**src/rtl/candidate_writer_if.sv**
```systemverilog
// Purpose : bundles the window-result input and result-store write bus of
//           candidate_writer into one interface.
// Ports   : window_valid/ori_x/ori_y/pass  - classifier window result strobe
//           write_in_end                   - result-store burst-complete pulse
//           o_write_in/o_ori_x/o_ori_y/o_candidate - write burst to result store
//           o_busy/o_full/o_accept_count/o_drop_count/o_error - status
// Modports: slave  - seen by candidate_writer
//           master - seen by the driver of the window results / result store
interface candidate_writer_if #(
   parameter int unsigned DATA_WIDTH_12 = 12,
   parameter int unsigned DATA_WIDTH_16 = 16,
   parameter int unsigned NUM_RESIZE    = 5
);
   logic                     window_valid;
   logic [DATA_WIDTH_12-1:0] ori_x;
   logic [DATA_WIDTH_12-1:0] ori_y;
   logic [NUM_RESIZE-1:0]    pass;
   logic                     write_in_end;
   logic                     o_write_in;
   logic [DATA_WIDTH_12-1:0] o_ori_x;
   logic [DATA_WIDTH_12-1:0] o_ori_y;
   logic [NUM_RESIZE-1:0]    o_candidate;
   logic                     o_busy;
   logic                     o_full;
   logic [DATA_WIDTH_16-1:0] o_accept_count;
   logic [DATA_WIDTH_16-1:0] o_drop_count;
   logic                     o_error;

   modport slave (
      input  window_valid, ori_x, ori_y, pass, write_in_end,
      output o_write_in, o_ori_x, o_ori_y, o_candidate,
      output o_busy, o_full, o_accept_count, o_drop_count, o_error
   );

   modport master (
      output window_valid, ori_x, ori_y, pass, write_in_end,
      input  o_write_in, o_ori_x, o_ori_y, o_candidate,
      input  o_busy, o_full, o_accept_count, o_drop_count, o_error
   );
endinterface

```
**src/rtl/candidate_writer.sv**
```systemverilog
// Purpose : queues Haar-cascade windows that passed at least one resize level
//           and replays each as a 3-cycle write burst into the result store,
//           waiting for write_in_end (or a timeout) between bursts.
// Ports   : clk   - system clock, rising edge
//           reset - asynchronous, active-high
//           bus   - candidate_writer_if.slave (window input, write burst,
//                   status counters and flags)
module candidate_writer #(
   parameter int unsigned DATA_WIDTH_12 = 12,
   parameter int unsigned DATA_WIDTH_16 = 16,
   parameter int unsigned NUM_RESIZE    = 5,
   parameter int unsigned QUEUE_DEPTH   = 4,
   parameter int unsigned END_TIMEOUT   = 15
) (
   input  logic               clk,
   input  logic               reset,
   candidate_writer_if.slave  bus
);
   localparam int unsigned PTR_W   = (QUEUE_DEPTH > 1) ? $clog2(QUEUE_DEPTH) : 1;
   localparam int unsigned CNT_W   = $clog2(QUEUE_DEPTH + 1);
   localparam int unsigned TMR_MAX = (END_TIMEOUT > 3) ? END_TIMEOUT : 3;
   localparam int unsigned TMR_W   = $clog2(TMR_MAX + 1);

   typedef struct packed {
      logic [DATA_WIDTH_12-1:0] x;
      logic [DATA_WIDTH_12-1:0] y;
      logic [NUM_RESIZE-1:0]    pass;
   } cand_t;

   typedef enum logic [1:0] {
      IDLE     = 2'd0,
      WRITE    = 2'd1,
      WAIT_END = 2'd2
   } state_t;

   state_t                   state_q, state_d;
   logic [TMR_W-1:0]         tmr_q, tmr_d;
   logic                     end_seen_q, end_seen_d;
   logic                     timeout_c;

   cand_t                    queue_q [QUEUE_DEPTH];
   logic [PTR_W-1:0]         head_q, tail_q;
   logic [CNT_W-1:0]         count_q, count_d;
   logic                     full_now_c;
   logic                     hit_c;
   logic                     pop_c, push_c, drop_c;
   cand_t                    entry_c;

   logic                     write_in_q;
   logic [DATA_WIDTH_12-1:0] ori_x_q, ori_y_q;
   logic [NUM_RESIZE-1:0]    candidate_q;
   logic                     busy_q, full_q, error_q;
   logic [DATA_WIDTH_16-1:0] accept_q, drop_q;

   // Queue control: a pop frees a slot for a same-cycle push even when full.
   always_comb begin
      hit_c      = bus.window_valid && (bus.pass != '0);
      full_now_c = (count_q == CNT_W'(QUEUE_DEPTH));
      pop_c      = (state_q == IDLE) && (count_q != '0);
      push_c     = hit_c && (!full_now_c || pop_c);
      drop_c     = hit_c && full_now_c && !pop_c;
      count_d    = count_q + CNT_W'(push_c) - CNT_W'(pop_c);
      entry_c    = '{x: bus.ori_x, y: bus.ori_y, pass: bus.pass};
   end

   // Burst FSM: tmr counts write beats in WRITE and elapsed cycles in WAIT_END.
   always_comb begin
      state_d    = state_q;
      tmr_d      = tmr_q;
      end_seen_d = end_seen_q;
      timeout_c  = 1'b0;
      case (state_q)
         IDLE: begin
            if (pop_c) begin
               state_d    = WRITE;
               tmr_d      = '0;
               end_seen_d = 1'b0;
            end
         end
         WRITE: begin
            // An early completion pulse is remembered for WAIT_END.
            if (bus.write_in_end) end_seen_d = 1'b1;
            if (tmr_q == TMR_W'(2)) begin
               state_d = WAIT_END;
               tmr_d   = '0;
            end else begin
               tmr_d = tmr_q + TMR_W'(1);
            end
         end
         WAIT_END: begin
            if (end_seen_q || bus.write_in_end) begin
               state_d = IDLE;
            end else if (tmr_q == TMR_W'(END_TIMEOUT - 1)) begin
               state_d   = IDLE;
               timeout_c = 1'b1;
            end else begin
               tmr_d = tmr_q + TMR_W'(1);
            end
         end
         default: state_d = IDLE;
      endcase
   end

   // FSM state register.
   always_ff @(posedge clk or posedge reset) begin
      if (reset) begin
         state_q    <= IDLE;
         tmr_q      <= '0;
         end_seen_q <= 1'b0;
      end else begin
         state_q    <= state_d;
         tmr_q      <= tmr_d;
         end_seen_q <= end_seen_d;
      end
   end

   // Queue storage; emptiness is carried by the pointers, so no reset needed.
   always_ff @(posedge clk) begin
      if (push_c) queue_q[tail_q] <= entry_c;
   end

   // Queue pointers and occupancy.
   always_ff @(posedge clk or posedge reset) begin
      if (reset) begin
         head_q  <= '0;
         tail_q  <= '0;
         count_q <= '0;
      end else begin
         if (pop_c)  head_q <= head_q + PTR_W'(1);
         if (push_c) tail_q <= tail_q + PTR_W'(1);
         count_q <= count_d;
      end
   end

   // Registered outputs and status counters.
   always_ff @(posedge clk or posedge reset) begin
      if (reset) begin
         write_in_q  <= 1'b0;
         ori_x_q     <= '0;
         ori_y_q     <= '0;
         candidate_q <= '0;
         busy_q      <= 1'b0;
         full_q      <= 1'b0;
         accept_q    <= '0;
         drop_q      <= '0;
         error_q     <= 1'b0;
      end else begin
         write_in_q <= (state_d == WRITE);
         if (pop_c) begin
            ori_x_q     <= queue_q[head_q].x;
            ori_y_q     <= queue_q[head_q].y;
            candidate_q <= queue_q[head_q].pass;
         end
         busy_q <= (state_d != IDLE) || (count_d != '0);
         full_q <= (count_d == CNT_W'(QUEUE_DEPTH));
         if (push_c) accept_q <= accept_q + DATA_WIDTH_16'(1);
         if (drop_c && (drop_q != '1)) drop_q <= drop_q + DATA_WIDTH_16'(1);
         if (timeout_c) error_q <= 1'b1;
      end
   end

   assign bus.o_write_in     = write_in_q;
   assign bus.o_ori_x        = ori_x_q;
   assign bus.o_ori_y        = ori_y_q;
   assign bus.o_candidate    = candidate_q;
   assign bus.o_busy         = busy_q;
   assign bus.o_full         = full_q;
   assign bus.o_accept_count = accept_q;
   assign bus.o_drop_count   = drop_q;
   assign bus.o_error        = error_q;
endmodule
```
**src/flat_wrapper.sv**
```systemverilog
// flat-port wrapper written by rule: the top's interface ports become plain ports
module candidate_writer_flat 
#(
   parameter int unsigned DATA_WIDTH_12 = 12,
   parameter int unsigned DATA_WIDTH_16 = 16,
   parameter int unsigned NUM_RESIZE    = 5,
   parameter int unsigned QUEUE_DEPTH   = 4,
   parameter int unsigned END_TIMEOUT   = 15
)
  (clk, reset, bus_window_valid, bus_ori_x, bus_ori_y, bus_pass, bus_write_in_end, bus_o_write_in, bus_o_ori_x, bus_o_ori_y, bus_o_candidate, bus_o_busy, bus_o_full, bus_o_accept_count, bus_o_drop_count, bus_o_error);
  candidate_writer_if #(.DATA_WIDTH_12(DATA_WIDTH_12), .DATA_WIDTH_16(DATA_WIDTH_16), .NUM_RESIZE(NUM_RESIZE)) bus_i ();
  input  logic clk;
  input  logic reset;
  input wire logic [$bits(bus_i.window_valid)-1:0] bus_window_valid;
  input wire logic [$bits(bus_i.ori_x)-1:0] bus_ori_x;
  input wire logic [$bits(bus_i.ori_y)-1:0] bus_ori_y;
  input wire logic [$bits(bus_i.pass)-1:0] bus_pass;
  input wire logic [$bits(bus_i.write_in_end)-1:0] bus_write_in_end;
  output wire logic [$bits(bus_i.o_write_in)-1:0] bus_o_write_in;
  output wire logic [$bits(bus_i.o_ori_x)-1:0] bus_o_ori_x;
  output wire logic [$bits(bus_i.o_ori_y)-1:0] bus_o_ori_y;
  output wire logic [$bits(bus_i.o_candidate)-1:0] bus_o_candidate;
  output wire logic [$bits(bus_i.o_busy)-1:0] bus_o_busy;
  output wire logic [$bits(bus_i.o_full)-1:0] bus_o_full;
  output wire logic [$bits(bus_i.o_accept_count)-1:0] bus_o_accept_count;
  output wire logic [$bits(bus_i.o_drop_count)-1:0] bus_o_drop_count;
  output wire logic [$bits(bus_i.o_error)-1:0] bus_o_error;
  assign bus_i.window_valid = bus_window_valid;
  assign bus_i.ori_x = bus_ori_x;
  assign bus_i.ori_y = bus_ori_y;
  assign bus_i.pass = bus_pass;
  assign bus_i.write_in_end = bus_write_in_end;
  assign bus_o_write_in = bus_i.o_write_in;
  assign bus_o_ori_x = bus_i.o_ori_x;
  assign bus_o_ori_y = bus_i.o_ori_y;
  assign bus_o_candidate = bus_i.o_candidate;
  assign bus_o_busy = bus_i.o_busy;
  assign bus_o_full = bus_i.o_full;
  assign bus_o_accept_count = bus_i.o_accept_count;
  assign bus_o_drop_count = bus_i.o_drop_count;
  assign bus_o_error = bus_i.o_error;
  candidate_writer #(.DATA_WIDTH_12(DATA_WIDTH_12), .DATA_WIDTH_16(DATA_WIDTH_16), .NUM_RESIZE(NUM_RESIZE), .QUEUE_DEPTH(QUEUE_DEPTH), .END_TIMEOUT(END_TIMEOUT)) u_core (.clk(clk), .reset(reset), .bus(bus_i));
endmodule
```
**config.mk**
```make
export PLATFORM = sky130hd
export DESIGN_NAME = candidate_writer_flat
export DESIGN_NICKNAME = d
export VERILOG_FILES = /design/src/rtl/candidate_writer_if.sv /design/src/rtl/candidate_writer.sv /design/src/flat_wrapper.sv
export SDC_FILE = /design/constraint.sdc
export NUM_CORES = 1
export LEC_CHECK = 0
export ABC_AREA = 1
export CAP_MARGIN = 10
export CORE_UTILIZATION = 51
export CTS_CLUSTER_SIZE = 20
export DETAILED_ROUTE_END_ITERATION = 10
export GPL_TIMING_DRIVEN = 0
export PLACE_DENSITY_LB_ADDON = 0.3
export SETUP_SLACK_MARGIN = 0.15
export SYNTH_ARGS = -nofsm -noshare
export SYNTH_HDL_FRONTEND = slang
export SYNTH_SLANG_ARGS = --single-unit
```
**constraint.sdc**
```tcl
create_clock -name clk -period 5.04 [get_ports clk]
set_input_delay 1.26 -clock clk [delete_from_list [all_inputs] [get_ports clk]]
set_output_delay 1.26 -clock clk [all_outputs]
set_load 0.01 [all_outputs]
```
==> qor.yml, run 1 <==
status: "finished, final reports clean"
whs_ns: 0.470
startpoint: "bus_pass[3]"
wl_per_cell_um: 15.8
r2r_setup_slack_ns: 2.08
core_region_area_um2: 16100
dieArea_um2: 17200
ctsResizeCount: 0
end_kind: "flop"
nNetsFinal: 1002
power.switching_mw: 2.37
routed_wl_um: 18700
intPower_mw: 3.82
grt_max_degree: 43
combPwrFrac_pct: 39.3
rsz0062_at_grt: "no"
worstSetupStartpointType: "input pin"
clk_latency_ns: 0.44
drt_iter0_drc: 537
final_area_um2: 10400
synth_seq_cells: 195
initial_core_util_pct: 53.0
gp_congestion: 0.869
cts_tree: "built"
crit_arrival_ns: 4.04
setup_viol: 0
yosys-top-cells-count: "190 x nor2_1, 153 x nand2_1, 116 x edfxtp_1, 82 x o21ai_0, 79 x dfrtp_1"
synth_area_leaders: "edfxtp_1 41%, dfrtp_1 23%, nor2_1 8.4%"
hold_viol: 0
max_freq_mhz: 269
drv_slew: 0
synth-edff-count: 116
reg2reg_to: "u_core.bus.o_busy$_DFF_PP0_"
seq_area_frac_synth_pct: 64.2
syn_avg_cell_area_um2: 10.2
cts_inserted_buffers: 17
area_delta_synth_final_pct: 22.7
multi_input_area_um2: 2710
drive_above_1_share_pct: 9.10
holdBufCountCts: 0
ff_latch_area_um2: 5460
post_cts_buffers: 0
power_leakage_nw: 4.12
num_vias: 6205
post-dp-hpwl_um: 12100
cp_max_fo: 10
switching_share_pct: 38.3
power.density_nw_per_um2: 593
yosysTopAreaCell: "edfxtp_1"
syn_nets: 882
layout_min_cycle_time_ns: 3.72
r2r_start: "u_core.state_q[0]$_DFF_PP0_"
antenna_found_initial: 0
grt_pass1_wl_um: 30900
htreeDepth: 4
drt_pass1_iterations: 5
die_x_um: 131
io_pins: 98
worstSetupEndpoint: "u_core.bus.o_busy$_DFF_PP0_"
rows: 46
port_buffers: 97
crit_type: "input pin to flop"
grt_usage_pct: 23.3
synth_top_area_share_pct: 40.9
insertedDiodeCount: 0
netlist_instances: 834
cts.clk_slew.worst_paths_ns: 0.07
fin_crit_sh_pct: 73.8
placed_area_um2: 9880
fill_cells: 1256
ys_warn_count: 0
overflow: 0
relSlewSlack_pct: 35.9
r2r_cells: 14
synthArstFlopShare_pct: 40.5
synth_cell_type_count: 30
p_seq_share_pct: 39.7
drv_cap: 0
via_per_inst: 5.25
ir_drop_uv: 295
p_total_mw: 6.20
grt_pass1_vias: 6089
antenna_left: 0
drc: 0
clockRootBuffer: "clkbuf_16"
min_path_type: "flop to flop"
synth_most_common_cell: "nor2_1"
worstMarginPinSlew_ns: 0.959
worstPathRequired_ns: 5.36
fin_skew_ns: 0.0104
clkPwrFrac_pct: 21.0
synthesis.area_um2: 8510
synth_ff_type: "edfxtp_1"
clk_path_buf_depth: 2
clock_sinks: 195
die_h_um: 131
worst min path at each step:
stage / startpoint / end / slack (ns) / cells after the start
after detailed placement: u_core.bus.o_error$_DFFE_PP0P_ / u_core.bus.o_error$_DFFE_PP0P_ / 0.46 / 1
after global routing: u_core.bus.o_error$_DFFE_PP0P_ / u_core.bus.o_error$_DFFE_PP0P_ / 0.48 / 1
final: u_core.bus.o_error$_DFFE_PP0P_ / u_core.bus.o_error$_DFFE_PP0P_ / 0.47 / 1
after global placement: u_core.bus.o_error$_DFFE_PP0P_ / u_core.bus.o_error$_DFFE_PP0P_ / 0.46 / 1
after floorplan: u_core.end_seen_q$_DFFE_PP0P_ / u_core.end_seen_q$_DFFE_PP0P_ / 0.45 / 2
after CTS: u_core.bus.o_error$_DFFE_PP0P_ / u_core.bus.o_error$_DFFE_PP0P_ / 0.48 / 1
layout make-up:
class | count | share of cell area (%)
inverters | 58 | 2.11
repair buffers | 101 | 10.2
plain buffers | 30 | 1.45
clock inverters | 13 | 1.14
well taps | 216 | 2.59
clock buffers | 19 | 4.24
multi-input cells | 551 | 25.9
flip-flops and latches | 195 | 52.3
per-stage QoR:
| stage | utilization (%) | setup slack [ns] | TNS (ns) | std cells |
|---|---|---|---|---|
| 2_1_floorplan | - | 1.56 | 0 | 834 |
| 3_3_place_gp | 60.7 | -0.380 | -34.71 | 1147 |
| 3_5_place_dp | 61.5 | 0.847 | 0 | 1151 |
| 4_1_cts | 65.0 | 1.31 | 0 | 1183 |
| 5_1_grt | 65.0 | 1.18 | 0 | 1183 |
| 6_report | 65.0 | 1.32 | 0 | 1183 |
flip-flops by register name, indices dropped and copies added, names as in the netlist:
name                       flops
u_core.queue_q               116
u_core.bus.o_accept_count     16
u_core.bus.o_drop_count       16
u_core.bus.o_ori_x            12
u_core.bus.o_ori_y            12
u_core.bus.o_candidate         5
u_core.tmr_q                   4
u_core.count_q                 3
u_core.head_q                  2
u_core.state_q                 2
u_core.tail_q                  2
u_core.bus.o_busy              1
u_core.bus.o_error             1
u_core.bus.o_full              1
u_core.bus.o_write_in          1
u_core.end_seen_q              1
placed cells by master (no fill, tap or decap), types with 2 or more instances in the layout:
cell | Yosys | final
nor2_1 | 190 | 186
nand2_1 | 153 | 153
edfxtp_1 | 116 | 116
clkdlybuf4s50_1 | 0 | 97
o21ai_0 | 82 | 82
dfrtp_1 | 79 | 79
inv_1 | 53 | 52
a31oi_1 | 29 | 29
nand3_1 | 27 | 27
clkbuf_16 | 0 | 17
clkbuf_1 | 13 | 14
ha_1 | 14 | 14
buf_2 | 13 | 13
xor2_1 | 13 | 13
nand4_1 | 10 | 10
o21ai_2 | 9 | 9
nand2_2 | 8 | 8
nor2_4 | 2 | 6
inv_2 | 4 | 4
inv_6 | 0 | 4
nor2_2 | 3 | 3
nor2_8 | 3 | 3
inv_8 | 0 | 3
buf_6 | 2 | 2
clkinv_1 | 1 | 2
buf_4 | 2 | 2
clkinv_4 | 0 | 2
buf_16 | 0 | 2
buf_12 | 0 | 2
kinds of logic after synthesis:
group	count (synthesis)	share of synthesized area (%)
flops	195	64.2
simple gates	401	19.8
compound gates	122	8.03
xor+xnor	13	1.34
buf+inv	88	4.34
fa+ha+maj	15	2.29
routing by layer:
| layer | up-vias | wire length (um) | GRT usage [%] |
|---|---|---|---|
| met2 | 217 | 9190 | 38.4 |
| met1 | 2937 | 8120 | 30.3 |
| li1 | 3024 | - | - |
| met5 | - | 0 | 0 |
| met3 | 27 | 1150 | 5.63 |
| met4 | 0 | 238 | 7.97 |
critical path, cell delays in order:
cell	delay (ns)
clkdlybuf4s50_1	0.58
nor2_1	0.08
nand3_1	0.22
nand2_1	0.11
nor2_2	0.27
buf_2	0.30
ha_1	0.18
inv_1	0.05
fa_1	0.48
inv_1	0.06
or2_2	0.26
nor2_1	0.11
nand3_1	0.08
power groups by stage:
stage	Sequential [mW]	Clock, mW	Combinational (mW)
detailed placement	2.49	0	2.44
CTS	2.46	1.32	2.46
global placement	2.49	0	2.32
finish	2.46	1.30	2.44
global route	2.51	1.38	2.73
floorplan	2.52	0	1.36
Power figures use the tool's default switching activity.
==> run 2: changes to the inputs <==
==> constraint.sdc (replaced) <==
create_clock -name clk -period 3.1 [get_ports clk]
set_input_delay 0.775 -clock clk [delete_from_list [all_inputs] [get_ports clk]]
set_output_delay 0.775 -clock clk [all_outputs]
set_load 0.01 [all_outputs]
==> qor.yml, run 2 (synthesis results as in run 1) <==
gp_congestion: 0.869
grt_usage_pct: 23.4
fin_crit_sh_pct: 92.4
setup_viol: 0
min_path_cells: 1
cts_inserted_buffers: 17
fin_cells: 1185
r2r_setup_slack_ns: 0.30
rsz0062_at_grt: "yes"
layout_min_cycle_time_ns: 2.87
preCtsSetupSlack_ns: -0.608
clk_latency_ns: 0.44
grt_max_degree: 43
overflow: 0
dieArea_um2: 17200
antenna_found_initial: 0
die_x_um: 131
status: "finished, final reports clean"
holdBufCountCts: 0
relSlewSlack_pct: 57.4
placed_area_um2: 9880
dp_cells: 1151
routed_wl_um: 18900
worstMarginPinSlew_ns: 0.639
cts_tree: "built"
port_buffers: 97
cts.clk_slew.worst_paths_ns: 0.07
clk_path_buf_depth: 2
rows: 46
crit_chain: "clkdlybuf4s50_1, nor2_1, nand3_2, nand2_1, nor2_4, buf_6, ha_1, inv_1, fa_1, inv_1, or2_2, nor2_1, nand3_1"
whs_ns: 0.470
area_delta_synth_final_pct: 23.2
worst_path_max_delay_cell: "clkdlybuf4s50_1"
setup_ws_ns: 0.234
hold_start: "u_core.bus.o_error$_DFFE_PP0P_"
worstSetupStartpointType: "input pin"
htreeDepth: 4
die_h_um: 131
end_kind: "flop"
fin_skew_ns: 0.00849
io_pins: 98
wl_per_cell_um: 16.0
grt_pass1_wl_um: 30900
power.density_nw_per_um2: 965
r2r_cells: 14
antenna_left: 0
power_leakage_nw: 4.13
drv_slew: 0
crit_arrival_ns: 3.18
core_region_area_um2: 16100
num_vias: 6186
drt_pass1_iterations: 5
crit_type: "input pin to flop"
cp_max_fo: 10
final_cell_mix: "186 x nor2_1, 152 x nand2_1, 116 x edfxtp_1"
drc: 0
via_per_inst: 5.22
nNetsFinal: 1004
r2r_start: "u_core.state_q[0]$_DFF_PP0_"
clock_sinks: 195
slowest_delay_ns: 0.58
max_freq_mhz: 349
min_to: "u_core.bus.o_error$_DFFE_PP0P_"
insertedDiodeCount: 0
hold_viol: 0
final_common_cell: "nor2_1"
post-dp-hpwl_um: 12100
grt_pass1_vias: 6083
worstPathRequired_ns: 3.42
min_path_type: "flop to flop"
clockRootBuffer: "clkbuf_16"
largest_reg_flops: 116
drt_iter0_drc: 468
drv_cap: 0
final_area_um2: 10500
regMostFlops: "u_core.queue_q"
ir_drop_uv: 487
initial_core_util_pct: 53.0
drive_above_1_share_pct: 9.60
reg2reg_to: "u_core.bus.o_busy$_DFF_PP0_"
-- run 2: through the flow --
step                total power [mW]  setup TNS, ns  utilization (%)
floorplan                       6.32              0                -
global placement                7.82        -312.51             60.7
detailed placement              8.01         -17.55             61.5
CTS                             10.1              0             65.1
global route                    10.8              0             65.3
finish                          10.1              0             65.3
-- run 2: per-layer routing --
metal	track usage [%]	share of wire [%]
met5	0	0
met4	7.91	1.4
met3	5.63	6.3
met2	38.4	49
met1	30.4	43
-- run 2: power breakdown --
group / leakage (nW) / internal [mW] / switching, mW
Combinational: 1.83 / 1.62 / 2.38
Sequential: 2.03 / 3.53 / 0.465
Clock: 0.275 / 1.08 / 1.03
-- run 2: repair_timing --
| item | CTS | global route |
|---|---|---|
| setup buffers | 0 | 1 |
| pin swaps | 0 | 2 |
| resized for setup | 5 | 4 |
| setup endpoints to repair | 31 | 30 |
| cloned | 0 | 1 |
-- run 2: worst max-delay path, delay by kind of cell --
kind                       cells  cell delay (ns)
and+or+nand+nor                7             0.94
buffers and inverters          4             0.85
adders and majority gates      2             0.63
-- run 2: area by class of cell --
| class | count | area (um2) |
|---|---|---|
| clock buffer | 19 | 443 |
| clock inverter | 13 | 119 |
| sequential | 195 | 5460 |
| timing repair buffer | 102 | 1070 |
| multi-input combinational | 552 | 2730 |
| fill | 1249 | 5580 |
| buffer | 30 | 160 |
| inverter | 58 | 221 |
| tap | 216 | 270 |
-- run 2: how the worst max path moves through the flow --
stage                                      to         from  cells after the start
6_report          u_core.bus.o_busy$_DFF_PP0_  bus_pass[3]                     13
3_3_place_gp   u_core.queue_q[3][8]$_DFFE_PP_  bus_pass[3]                      6
4_1_cts           u_core.bus.o_busy$_DFF_PP0_  bus_pass[3]                     13
3_5_place_dp      u_core.bus.o_busy$_DFF_PP0_  bus_pass[3]                     13
2_1_floorplan  u_core.queue_q[2][0]$_DFFE_PP_  bus_pass[3]                      5
5_1_grt           u_core.bus.o_busy$_DFF_PP0_  bus_pass[3]                     13
==> run 3: changes to the inputs <==
--- a/config.mk
+++ b/config.mk
@@ -8,11 +8,12 @@
 export ABC_AREA = 1
 export CAP_MARGIN = 10
 export CORE_UTILIZATION = 51
-export CTS_CLUSTER_SIZE = 20
 export DETAILED_ROUTE_END_ITERATION = 10
 export GPL_TIMING_DRIVEN = 0
+export MAX_ROUTING_LAYER = met4
 export PLACE_DENSITY_LB_ADDON = 0.3
 export SETUP_SLACK_MARGIN = 0.15
 export SYNTH_ARGS = -nofsm -noshare
 export SYNTH_HDL_FRONTEND = slang
 export SYNTH_SLANG_ARGS = --single-unit
+export TNS_END_PERCENT = 50
==> qor.yml, run 3 (synthesis results as in run 1) <==
status: "finished, final reports clean"
routed_wl_um: 18900
rsz0062_at_grt: "yes"
cp_max_fo: 10
drc: 0
cts_inserted_buffers: 17
nNetsFinal: 1004
wl_per_cell_um: 15.9
drt_pass1_iterations: 7
clk_latency_ns: 0.44
min_path_type: "flop to flop"
crit_arrival_ns: 3.19
hold_viol: 0
combPwrFrac_pct: 39.6
die_h_um: 131
switching_share_pct: 38.3
power_leakage_nw: 4.13
overflow: 0
drv_cap: 0
power.switching_mw: 3.87
preCtsSetupSlack_ns: -0.608
grt_max_degree: 43
dieArea_um2: 17200
end_kind: "flop"
setup_viol: 0
whs_ns: 0.471
cts.clk_slew.worst_paths_ns: 0.07
grt_pass1_wl_um: 30900
power.density_nw_per_um2: 965
fin_skew_ns: 0.00960
port_buffers: 97
num_vias: 6206
regMostFlops: "u_core.queue_q"
rows: 46
worstSetupStartpointType: "input pin"
drv_slew: 0
via_per_inst: 5.24
drt_iter0_drc: 469
initial_core_util_pct: 53.0
fin_crit_sh_pct: 92.7
worstPathRequired_ns: 3.42
final_cell_mix: "186 x nor2_1, 152 x nand2_1, 116 x edfxtp_1"
final_common_cell: "nor2_1"
antenna_left: 0
largest_reg_flops: 116
clkPwrFrac_pct: 20.8
clockRootBuffer: "clkbuf_16"
grt_usage_pct: 24.1
antenna_found_initial: 0
holdBufCountCts: 0
insertedDiodeCount: 0
relSlewSlack_pct: 40.4
ir_drop_uv: 485
io_pins: 98
area_delta_synth_final_pct: 23.1
htreeDepth: 4
worstMarginPinSlew_ns: 0.894
core_region_area_um2: 16100
p_seq_share_pct: 39.6
drive_above_1_share_pct: 9.60
post-dp-hpwl_um: 12100
utilization_pct: 65.2
max_freq_mhz: 348
intPower_mw: 6.23
grt_pass1_vias: 6079
layout_min_cycle_time_ns: 2.87
gp_congestion: 0.883
setup_ws_ns: 0.227
crit_type: "input pin to flop"
die_x_um: 131
cts_tree: "built"
clock_sinks: 195
clk_path_buf_depth: 2
run 3: area by class of cell:
cell class	count	area, um2
fill	1252	5580
buffer	30	160
timing repair buffer	102	1070
tap	216	270
sequential	195	5460
multi-input combinational	552	2730
clock buffer	19	443
clock inverter	13	119
inverter	58	221
run 3: critical path, cell delays in order:
cell,delay [ns]
clkdlybuf4s50_1,0.58
nor2_1,0.09
nand3_2,0.14
nand2_1,0.11
nor2_4,0.15
buf_6,0.16
ha_1,0.15
inv_1,0.05
fa_1,0.48
inv_1,0.06
or2_2,0.27
nor2_1,0.11
nand3_1,0.08
run 3: routing by layer:
layer	global-route usage, %	up-vias	routed length (um)
met5	-	-	0
met4	7.91	0	251
met3	5.40	27	1210
met2	38.4	210	9220
met1	30.5	2935	8210
li1	-	3034	-
run 3: what timing repair did:
| item | in CTS | in global routing |
|---|---|---|
| gates resized for setup | 5 | 3 |
| buffers inserted | 0 | 1 |
| endpoints found under the setup margin | 31 | 30 |
| pin swaps | 0 | 2 |
| gates cloned | 0 | 1 |
run 3: worst paths after layout:
path / depth (start not counted) / start / endpoint / slack, ns
min reg2reg: 1 / u_core.bus.o_error$_DFFE_PP0P_ / u_core.bus.o_error$_DFFE_PP0P_ / 0.47
min: 1 / u_core.bus.o_error$_DFFE_PP0P_ / u_core.bus.o_error$_DFFE_PP0P_ / 0.47
max: 13 / bus_pass[3] / u_core.bus.o_busy$_DFF_PP0_ / 0.23
max in group asynchronous: 3 / reset / u_core.bus.o_ori_y[0]$_DFFE_PP0P_ / 1.73
min in group asynchronous: 2 / reset / u_core.bus.o_drop_count[3]$_DFFE_PP0P_ / 0.75
max reg2reg: 14 / u_core.state_q[0]$_DFF_PP0_ / u_core.bus.o_busy$_DFF_PP0_ / 0.29
run 3: power groups by stage:
stage                     Combinational, mW  Clock (mW)  Sequential [mW]
after floorplan                        2.21           0             4.10
after global placement                 3.77           0             4.05
after detailed placement               3.96           0             4.05
after CTS                              4.01        2.14             4.00
after global routing                   4.47        2.24             4.08
final                                  4.00        2.11             4.00
run 3: through the flow:
step | setup TNS, ns | total power, mW | instance area (um2) | instances
after floorplan | 0 | 6.32 | 8510 | 834
after global placement | -312.51 | 7.82 | 9750 | 1147
after detailed placement | -17.55 | 8.01 | 9880 | 1151
after CTS | 0 | 10.1 | 10500 | 1183
after global routing | 0 | 10.8 | 10500 | 1185
final | 0 | 10.1 | 10500 | 1185
